**src/rtl/mackerel_dram_pkg.sv**
```systemverilog
// Shared types and default timing constants for the
// DRAM refresh arbiter and its refresh tick timer.
package mackerel_dram_pkg;

    localparam int REFRESH_INTERVAL_DEF = 780;
    localparam int URGENT_LEVEL_DEF     = 4;
    localparam int PRECHARGE_CYCLES_DEF = 2;

    localparam int         REF_PEND_W   = 3;
    localparam logic [2:0] REF_PEND_MAX = 3'd7;

    typedef enum logic [1:0] {
        ST_IDLE,
        ST_CPU_CYC,
        ST_REF_CYC,
        ST_RECOVER
    } arb_state_e;

    // Bits needed to hold n-1, never less than one.
    function automatic int cnt_width(input int n);
        return (n > 1) ? $clog2(n) : 1;
    endfunction

endpackage

```
**src/rtl/dram_refresh_arbiter_if.sv**
```systemverilog
// Arbiter bus: CPU strobes and sequencer done in,
// grants, busy and refresh bookkeeping out.
interface dram_refresh_arbiter_if;
    import mackerel_dram_pkg::*;

    logic                  CS_n;
    logic                  AS_n;
    logic                  SEQ_DONE;
    logic                  GNT_CPU;
    logic                  GNT_REF;
    logic                  BUSY;
    logic [REF_PEND_W-1:0] REF_PENDING;
    logic                  REF_OVERRUN;

    modport master (
        output CS_n,
        output AS_n,
        output SEQ_DONE,
        input  GNT_CPU,
        input  GNT_REF,
        input  BUSY,
        input  REF_PENDING,
        input  REF_OVERRUN
    );

    modport slave (
        input  CS_n,
        input  AS_n,
        input  SEQ_DONE,
        output GNT_CPU,
        output GNT_REF,
        output BUSY,
        output REF_PENDING,
        output REF_OVERRUN
    );

endinterface

```
**src/rtl/dram_refresh_timer.sv**
```systemverilog
// Free-running down-counter; tick is high for one
// cycle every REFRESH_INTERVAL cycles.
module dram_refresh_timer
    import mackerel_dram_pkg::*;
#(
    parameter int REFRESH_INTERVAL = REFRESH_INTERVAL_DEF
) (
    input  logic CLK,
    input  logic RST,
    output logic tick
);

    localparam int W = cnt_width(REFRESH_INTERVAL);
    localparam logic [W-1:0] RELOAD = W'(REFRESH_INTERVAL - 1);

    logic [W-1:0] cnt_q;
    logic [W-1:0] cnt_d;

    assign tick = (cnt_q == '0);

    // Reload on the tick cycle, otherwise count down.
    always_comb begin
        cnt_d = tick ? RELOAD : cnt_q - W'(1);
    end

    // Counter register.
    always_ff @(posedge CLK or posedge RST) begin
        if (RST) cnt_q <= RELOAD;
        else     cnt_q <= cnt_d;
    end

endmodule

```
**src/rtl/dram_refresh_arbiter.sv**
```systemverilog
// Arbitrates the DRAM between CPU cycles and CBR
// refreshes, with urgent-refresh priority.
module dram_refresh_arbiter
    import mackerel_dram_pkg::*;
#(
    parameter int REFRESH_INTERVAL = REFRESH_INTERVAL_DEF,
    parameter int URGENT_LEVEL     = URGENT_LEVEL_DEF,
    parameter int PRECHARGE_CYCLES = PRECHARGE_CYCLES_DEF
) (
    input logic                  CLK,
    input logic                  RST,
    dram_refresh_arbiter_if.slave bus
);

    localparam int RW = cnt_width(PRECHARGE_CYCLES);
    localparam logic [RW-1:0] REC_LOAD = RW'(PRECHARGE_CYCLES - 1);

    logic                  tick;
    arb_state_e            state_q;
    logic                  gnt_cpu_q;
    logic                  gnt_ref_q;
    logic                  busy_q;
    logic [RW-1:0]         rec_q;
    logic                  served_q;
    logic                  served_d;
    logic [REF_PEND_W-1:0] pend_q;
    logic [REF_PEND_W-1:0] pend_d;
    logic                  ovr_q;
    logic                  ovr_d;
    logic                  cpu_req;
    logic                  urgent;
    logic                  in_idle;
    logic                  ref_grant;
    logic                  cpu_grant;

    dram_refresh_timer #(
        .REFRESH_INTERVAL(REFRESH_INTERVAL)
    ) u_timer (
        .CLK  (CLK),
        .RST  (RST),
        .tick (tick)
    );

    assign cpu_req   = !bus.CS_n && !bus.AS_n && !served_q;
    assign urgent    = int'(pend_q) >= URGENT_LEVEL;
    assign in_idle   = (state_q == ST_IDLE);
    assign ref_grant = in_idle &&
                       (urgent || (!cpu_req && pend_q != '0));
    assign cpu_grant = in_idle && !urgent && cpu_req;

    // Owed-refresh count: tick adds, grant removes,
    // a tick lost at saturation flags an overrun.
    always_comb begin
        pend_d = pend_q;
        ovr_d  = ovr_q;
        if (tick && !ref_grant) begin
            if (pend_q == REF_PEND_MAX) ovr_d = 1'b1;
            else pend_d = pend_q + 3'd1;
        end else if (!tick && ref_grant) begin
            pend_d = pend_q - 3'd1;
        end
    end

    // One grant per strobe: served until AS_n rises.
    always_comb begin
        served_d = bus.AS_n ? 1'b0 : (served_q | cpu_grant);
    end

    // Bookkeeping registers.
    always_ff @(posedge CLK or posedge RST) begin
        if (RST) begin
            pend_q   <= '0;
            ovr_q    <= 1'b0;
            served_q <= 1'b0;
        end else begin
            pend_q   <= pend_d;
            ovr_q    <= ovr_d;
            served_q <= served_d;
        end
    end

    // Arbiter FSM with registered grant and busy outputs.
    always_ff @(posedge CLK or posedge RST) begin
        if (RST) begin
            state_q   <= ST_IDLE;
            gnt_cpu_q <= 1'b0;
            gnt_ref_q <= 1'b0;
            busy_q    <= 1'b0;
            rec_q     <= '0;
        end else begin
            gnt_cpu_q <= 1'b0;
            gnt_ref_q <= 1'b0;
            unique case (state_q)
                ST_IDLE: begin
                    if (ref_grant) begin
                        state_q   <= ST_REF_CYC;
                        gnt_ref_q <= 1'b1;
                        busy_q    <= 1'b1;
                    end else if (cpu_grant) begin
                        state_q   <= ST_CPU_CYC;
                        gnt_cpu_q <= 1'b1;
                        busy_q    <= 1'b1;
                    end
                end
                ST_CPU_CYC, ST_REF_CYC: begin
                    if (bus.SEQ_DONE) begin
                        state_q <= ST_RECOVER;
                        rec_q   <= REC_LOAD;
                    end
                end
                ST_RECOVER: begin
                    if (rec_q == '0) begin
                        state_q <= ST_IDLE;
                        busy_q  <= 1'b0;
                    end else begin
                        rec_q <= rec_q - RW'(1);
                    end
                end
                default: begin
                    state_q <= ST_IDLE;
                    busy_q  <= 1'b0;
                end
            endcase
        end
    end

    assign bus.GNT_CPU     = gnt_cpu_q;
    assign bus.GNT_REF     = gnt_ref_q;
    assign bus.BUSY        = busy_q;
    assign bus.REF_PENDING = pend_q;
    assign bus.REF_OVERRUN = ovr_q;

endmodule

```
**src/flat_wrapper.sv**
```systemverilog
// flat-port wrapper written by rule: the top's interface ports become plain ports
module dram_refresh_arbiter_flat import mackerel_dram_pkg::*;
#(
    parameter int REFRESH_INTERVAL = REFRESH_INTERVAL_DEF,
    parameter int URGENT_LEVEL     = URGENT_LEVEL_DEF,
    parameter int PRECHARGE_CYCLES = PRECHARGE_CYCLES_DEF
)
  (CLK, RST, bus_CS_n, bus_AS_n, bus_SEQ_DONE, bus_GNT_CPU, bus_GNT_REF, bus_BUSY, bus_REF_PENDING, bus_REF_OVERRUN);
  dram_refresh_arbiter_if bus_i ();
  input logic CLK;
  input logic RST;
  input wire logic [$bits(bus_i.CS_n)-1:0] bus_CS_n;
  input wire logic [$bits(bus_i.AS_n)-1:0] bus_AS_n;
  input wire logic [$bits(bus_i.SEQ_DONE)-1:0] bus_SEQ_DONE;
  output wire logic [$bits(bus_i.GNT_CPU)-1:0] bus_GNT_CPU;
  output wire logic [$bits(bus_i.GNT_REF)-1:0] bus_GNT_REF;
  output wire logic [$bits(bus_i.BUSY)-1:0] bus_BUSY;
  output wire logic [$bits(bus_i.REF_PENDING)-1:0] bus_REF_PENDING;
  output wire logic [$bits(bus_i.REF_OVERRUN)-1:0] bus_REF_OVERRUN;
  assign bus_i.CS_n = bus_CS_n;
  assign bus_i.AS_n = bus_AS_n;
  assign bus_i.SEQ_DONE = bus_SEQ_DONE;
  assign bus_GNT_CPU = bus_i.GNT_CPU;
  assign bus_GNT_REF = bus_i.GNT_REF;
  assign bus_BUSY = bus_i.BUSY;
  assign bus_REF_PENDING = bus_i.REF_PENDING;
  assign bus_REF_OVERRUN = bus_i.REF_OVERRUN;
  dram_refresh_arbiter #(.REFRESH_INTERVAL(REFRESH_INTERVAL), .URGENT_LEVEL(URGENT_LEVEL), .PRECHARGE_CYCLES(PRECHARGE_CYCLES)) u_core (.CLK(CLK), .RST(RST), .bus(bus_i));
endmodule
```
**config.mk**
```make
export PLATFORM = sky130hd
export DESIGN_NAME = dram_refresh_arbiter_flat
export DESIGN_NICKNAME = d
export VERILOG_FILES = /design/src/rtl/mackerel_dram_pkg.sv /design/src/rtl/dram_refresh_arbiter_if.sv /design/src/rtl/dram_refresh_timer.sv /design/src/rtl/dram_refresh_arbiter.sv /design/src/flat_wrapper.sv
export SDC_FILE = /design/constraint.sdc
export NUM_CORES = 1
export LEC_CHECK = 0
export CAP_MARGIN = 25
export CORE_MARGIN = 10
export CORE_UTILIZATION = 45
export CTS_CLUSTER_SIZE = 20
export DETAILED_ROUTE_END_ITERATION = 16
export HOLD_SLACK_MARGIN = 0.06
export MAX_ROUTING_LAYER = met4
export PLACE_DENSITY = 0.71
export SLEW_MARGIN = 10
export SYNTH_ARGS = -nofsm -noshare
export SYNTH_HDL_FRONTEND = slang
export SYNTH_SLANG_ARGS = --single-unit
```
**constraint.sdc**
```tcl
create_clock -name CLK -period 3.05 [get_ports CLK]
set_input_delay 0.61 -clock CLK [delete_from_list [all_inputs] [get_ports CLK]]
set_output_delay 0.61 -clock CLK [all_outputs]
set_load 0.05 [all_outputs]
```
# Yosys cells after proc, flatten, opt, wreduce, memory -nomap -nowiden
# Index checks and enable logic that the tools add are counted.
# W data, S select, Z words.
dict set report word_totals {
  inputBits 5
  register_bits 21
  mem_count 0
  word_cells 73
  latchBits 0
  ramBits 0
  out_inout_bits 7
  mem_bits_ro 0
}
dict set report classes {
  div_mod_pow 0
  n_mux 22
  bitwise 1
  n_shift 0
  reduce_logical 28
  n_eq_ne 8
  n_addsub 4
  multipliers 0
  magnitude_cmp 1
}
# operator n
set op_table {}
lappend op_table {{$mux W1} 11}
lappend op_table {{$logic_not A10 Y1} 1}
lappend op_table {{$mux W10} 1}
lappend op_table {{$sub A10 B1 Y10 const B} 1}
lappend op_table {{$mux W3} 3}
lappend op_table {{$logic_and A1 B1 Y1} 8}
lappend op_table {{$mux W2} 4}
lappend op_table {{$logic_not A1 Y1} 7}
lappend op_table {{$ne A2 B2 Y1 const B} 3}
lappend op_table {{$pmux W2 S3} 1}
lappend op_table {{$reduce_and A2 Y1} 3}
lappend op_table {{$reduce_and A3 Y1} 2}
lappend op_table {{$reduce_bool A2 Y1} 3}
lappend op_table {{$eq A2 B2 Y1 const B} 2}
lappend op_table {{$pmux W1 S2} 2}
lappend op_table {{$add A3 B1 Y3 const B} 1}
lappend op_table {{$eq A3 B3 Y1 const B} 1}
lappend op_table {{$ge A3 B3 Y1 const B} 1}
lappend op_table {{$ne A3 B3 Y1 const B} 1}
lappend op_table {{$reduce_bool A3 Y1} 1}
lappend op_table {{$sub A3 B1 Y3 const B} 1}
lappend op_table {{$eq A2 B1 Y1 const B} 1}
lappend op_table {{$logic_not A2 Y1} 1}
lappend op_table {{$reduce_or A2 Y1} 1}
lappend op_table {{other kinds (3)} 3}

# Depth between registers and ports, before layout
dict set report logic_depth {
  ltp_word 11
  depth_mapped 10
  mapped_depth_nobuf 9
}

# Hierarchy
# A second synthesis with hierarchy kept.
dict set report unflattened {
  hier_cells 103
  hier_area_um2 1111.1
}
# module cells_each area_each_um2 instances seq_area_each_um2
set by_module_without_submodules {}
lappend by_module_without_submodules {dram_refresh_arbiter 57 625.6 1 275.3}
lappend by_module_without_submodules {dram_refresh_timer 46 485.5 1 256.5}

# Least setup slack after synthesis
# Ideal clock, no wire load.
dict set report synth_timing {
  kind {in2reg}
  startpoint {input bus_AS_n}
  endpoint {register u_core.pend_q[2] (netlist: u_core.bus.REF_PENDING[2])}
  required_ns 2.985
  arrival_ns 2.479
  slack_ns 0.506
  setup_ns 0.065
  path_stages 7
  path_buffers 0
  cell_sequence {o32a_1 -> o21ai_2 -> nand2_1 -> fa_1 -> or4_1 -> mux2i_1 -> o211a_1}
}
dict set report synth_via {
  elab_chain_len 11
  word_cells_on_any_way 14
  cone_classes {1 x eq/ne; 1 x mux; 12 x reduce/logical}
}
# item line
set synth_rtl {}
lappend synth_rtl {{start, declared} flat_wrapper.sv:13} ;# input wire logic [$bits(bus_i.AS_n)-1:0] bus_AS_n;
lappend synth_rtl {{$logic_not A1 Y1 (*)} dram_refresh_arbiter.sv:44} ;# assign cpu_req = !bus.CS_n && !bus.AS_n && !served_q;
lappend synth_rtl {{$logic_and A1 B1 Y1 (*) (2 in a row)} dram_refresh_arbiter.sv:44}
lappend synth_rtl {{$logic_not A1 Y1 (*)} dram_refresh_arbiter.sv:48} ;# (urgent || (!cpu_req && pend_q != '0));
lappend synth_rtl {{$logic_and A1 B1 Y1 (*)} dram_refresh_arbiter.sv:48}
lappend synth_rtl {{$logic_or A1 B1 Y1 (*)} dram_refresh_arbiter.sv:48}
lappend synth_rtl {{$logic_and A1 B1 Y1 (*)} dram_refresh_arbiter.sv:47} ;# assign ref_grant = in_idle &&
lappend synth_rtl {{$logic_not A1 Y1} dram_refresh_arbiter.sv:56} ;# if (tick && !ref_grant) begin
lappend synth_rtl {{$logic_and A1 B1 Y1} dram_refresh_arbiter.sv:56}
lappend synth_rtl {{$ne A2 B2 Y1 (no line) / $reduce_bool A2 Y1 (equally long branches)} n/a}
lappend synth_rtl {{$reduce_and A2 Y1 (no line)} n/a}
lappend synth_rtl {{end signal, assigned} dram_refresh_arbiter.sv:76} ;# pend_q <= pend_d;
lappend synth_rtl {{end, declared} dram_refresh_arbiter.sv:26} ;# logic [REF_PEND_W-1:0] pend_q;
# Every way passes the cells marked *; elsewhere a longest branch is shown, timed or not.
# A chain may end at the register's enable or synchronous reset.

# Worst setup path in the final report
# Same ends and word-level chain as after synthesis.

==> impl_metrics.py <==
metrics = {
    "grt": {
        "grt_pass1_vias": 894,
        "gr-total-overflow": 0,
        "grt_max_degree": 22,
        "grt_pass1_wl_mm": 4.00,
        "gr-usage-all-layers_pct": 9.58,
        "antenna_found_initial": 0,
    },
    "route": {
        "antenna_left": 0,
        "vias": 883,
        "totalWireLength_mm": 2.23,
        "drc": 0,
        "vias_per_cell": 5.48,
        "drt-wirelength-per-cell_um": 13.9,
        "drt_iter0_markers": 23,
        "drt_first_pass_iters": 4,
    },
    "synth": {
        "syn_area_per_cell_um2": 10.2,
        "synth_xor_area_share_pct": 5.79,
        "synth_edf_count": 0,
        "synthSimpleGateAreaFrac_pct": 20.5,
        "yosysMostFrequentCell": "dfrtp_1",
        "postSynthCellCount": 116,
        "synth.distinct_cells": 39,
        "synthTopCellsByArea": "dfrtp_1 34%, dfstp_2 11%, nand2_1 4.4%",
        "synth_area_leader_cell": "dfrtp_1",
        "synth_top_area_share_pct": 33.7,
        "synthArstFlopShare_pct": 100,
        "synth_mux_area_share_pct": 1.68,
        "synth-compound-area-share_pct": 15.2,
        "ys_seq_area_share_pct": 44.7,
        "syn_nets": 126,
        "yosys_warnings": 0,
        "netlist_area_um2": 1190,
        "synth_ff_type": "dfrtp_1",
        "synthAdderAreaFrac_pct": 5.89,
        "synth_top_family_by_area": "simple AND/OR/NAND/NOR gates",
        "synth-seq-cells": 21,
        "synthTopCellsByCount": "16 x dfrtp_1, 14 x nand2_1, 12 x inv_1",
    },
    "worst_setup_path": {
        "cpMaxStageDelayCell": "or4_1",
        "crit_path_cell_trace": "clkdlybuf4s50_1, o32a_1, o21ai_2, nand2_1, fa_1, or4_1, mux2i_1, o211a_1",
        "cp.required_ns": 3.29,
        "cpPeakStageDelay_ns": 0.51,
        "crit_family": "compound AO/OA/AOI/OAI gates",
        "r2r_cells": 7,
        "crit_fanout": 4,
        "cp.depth": 8,
        "critPathLaunchType": "input port",
        "worstSetupEndpointType": "flip-flop",
        "worstSetupPathType": "input port to flip-flop",
        "rrSetupSlack_ns": 0.39,
        "arrival_ns": 2.94,
        "path_buf_inv": 1,
    },
    "sta": {
        "layout_min_cycle_time_ns": 2.69,
        "hold_viol_final": 0,
        "clock-skew-final_ns": 0.0125,
        "tns_ns": 0,
        "worstMarginPinSlew_ns": 0.785,
        "clock.fmax_ghz": 0.371,
        "setup_ws_ns": 0.355,
        "drv_slew": 0,
        "min_period_over_period_pct": 88.4,
        "setup_viol_count_final": 0,
        "max_slew_margin_pct": 47.6,
        "grt_setup_unrepaired": "false",
    },
    "power_and_ir_drop": {
        "p_leak_nw": 0.591,
        "pwr-share-clk_pct": 11.8,
        "max-vdd-ir-drop_mv": 0.613,
        "p_int_mw": 0.632,
        "p_per_area_nw_per_um2": 844,
        "seqPwrFrac_pct": 36.2,
        "combPwrFrac_pct": 52.0,
        "switchingPower_mw": 0.511,
        "p_sw_share_pct": 44.7,
        "total_power_mw": 1.14,
    },
    "floorplan": {
        "die_w_um": 71.4,
        "initial_utilization_pct": 47.5,
        "die_h_um": 71.4,
        "coreArea_um2": 2500,
        "die-area_um2": 5100,
        "io_pins": 12,
        "rows": 18,
    },
    "clock_network": {
        "cts_setup_buffers": 0,
        "cts_hold_buf": 0,
        "clk_path_buf_depth": 2,
        "htree_levels": 1,
        "cts-buffers-inserted": 3,
        "clock_latency_ns": 0.31,
        "cts_resized": 0,
        "cts_tree": "yes",
        "cts_root_buffer": "clkbuf_4",
        "cts_sinks": 21,
        "path_clk_slew_ns": 0.11,
    },
    "placement": {
        "io_buffers": 11,
        "dp_hpwl_mm": 1.74,
        "pre_cts_ws_ns": 0.0485,
        "dp.cells": 157,
        "gp_congestion": 0.789,
    },
    "layout": {
        "multiInputGateArea_um2": 583,
        "area_delta_synth_final_pct": 13.9,
        "antenna_cells": 0,
        "nFillCells": 227,
        "final_cells": 161,
        "nets": 142,
        "seqCellArea_um2": 532,
        "layout-drive-gt1-share_pct": 15.3,
        "fin_util_pct": 54.2,
    },
    "job": {
        "max-cap-violations": 0,
    },
    "status": {
        "status": "completed",
    },
    "min_path": {
        "holdCritPathClass": "flip-flop to flip-flop",
        "worstHoldPathCells": 2,
    },
}
-- path summary, 6_finish.rpt --
check | start | end
max in group asynchronous | RST | u_core.u_timer.cnt_q[2]
worst max-delay path | bus_AS_n | u_core.bus.REF_PENDING[2]
min in group asynchronous | RST | u_core.bus.GNT_CPU
worst min register to register | u_core.bus.REF_OVERRUN | u_core.bus.REF_OVERRUN
worst max register to register | u_core.u_timer.cnt_q[4] | u_core.bus.REF_PENDING[2]
worst min-delay path | u_core.bus.REF_OVERRUN | u_core.bus.REF_OVERRUN
-- worst reg2reg max path, delay by kind of cell (launching register included) --
family	cells	cell delay, ns
AO/OA/AOI/OAI	1	0.15
adder cells (fa/ha/maj)	1	0.43
flip-flops	1	0.46
multiplexers	1	0.15
AND/OR/NAND/NOR	4	1.43
-- kinds of logic (layout without fill, tap and decap cells) --
logic type	after synthesis	count (layout)
mux	2	2
fa+ha+maj	5	5
buf+inv	15	30
compound gates	23	23
flops	21	21
xor+xnor	7	7
simple gates	43	43
-- power groups by stage --
stage          combinational (mW)  sequential (mW)  clock (mW)
3_3_place_gp                0.577            0.415           0
4_1_cts                     0.604            0.416       0.138
3_5_place_dp                0.600            0.420           0
6_report                    0.594            0.414       0.135
5_1_grt                     0.655            0.428       0.155
2_1_floorplan               0.337            0.510           0
-- area by class of cell --
cell class / count / area share [%]
clock buffers: 3 / 1.66
clock inverters: 1 / 0.370
inverters: 13 / 3.60
multi-input cells: 80 / 43.1
flip-flops and latches: 21 / 39.3
well taps: 30 / 2.77
repair buffers: 13 / 9.24
-- placed cells by master, fill, tap and decap left out, drive strengths merged, types with 4 or more instances in the layout --
cell type	n
o21ai	7
dfstp	5
inv	13
nor2	9
xnor2	4
nor3	6
clkdlybuf4s50	11
ha	4
dfrtp	16
nand2	14
-- routing by layer --
layer | track usage [%] | vias up | routed length (µm)
li1 | - | 438 | -
met1 | 10.0 | 421 | 955
met2 | 17.0 | 20 | 1140
met3 | 3.31 | 4 | 112
met4 | 1.94 | 0 | 26
met5 | - | - | 0
-- state kept, by name (all words and copies together) (netlist names) --
| signal | count |
|---|---|
| u_core.served_q | 1 |
| u_core.bus.GNT_CPU | 1 |
| u_core.rec_q | 1 |
| u_core.u_timer.cnt_q | 10 |
| u_core.state_q | 2 |
| u_core.bus.REF_PENDING | 3 |
| u_core.bus.BUSY | 1 |
| u_core.bus.GNT_REF | 1 |
| u_core.bus.REF_OVERRUN | 1 |
-- through the flow --
step                      instance area (µm²)  hold slack [ns]
after floorplan                          1190            0.448
after global placement                   1330            0.461
after detailed placement                 1330            0.478
after CTS                                1350            0.508
after global routing                     1350            0.533
final                                    1350            0.504
No activity file was read; power rests on OpenSTA's default activity.
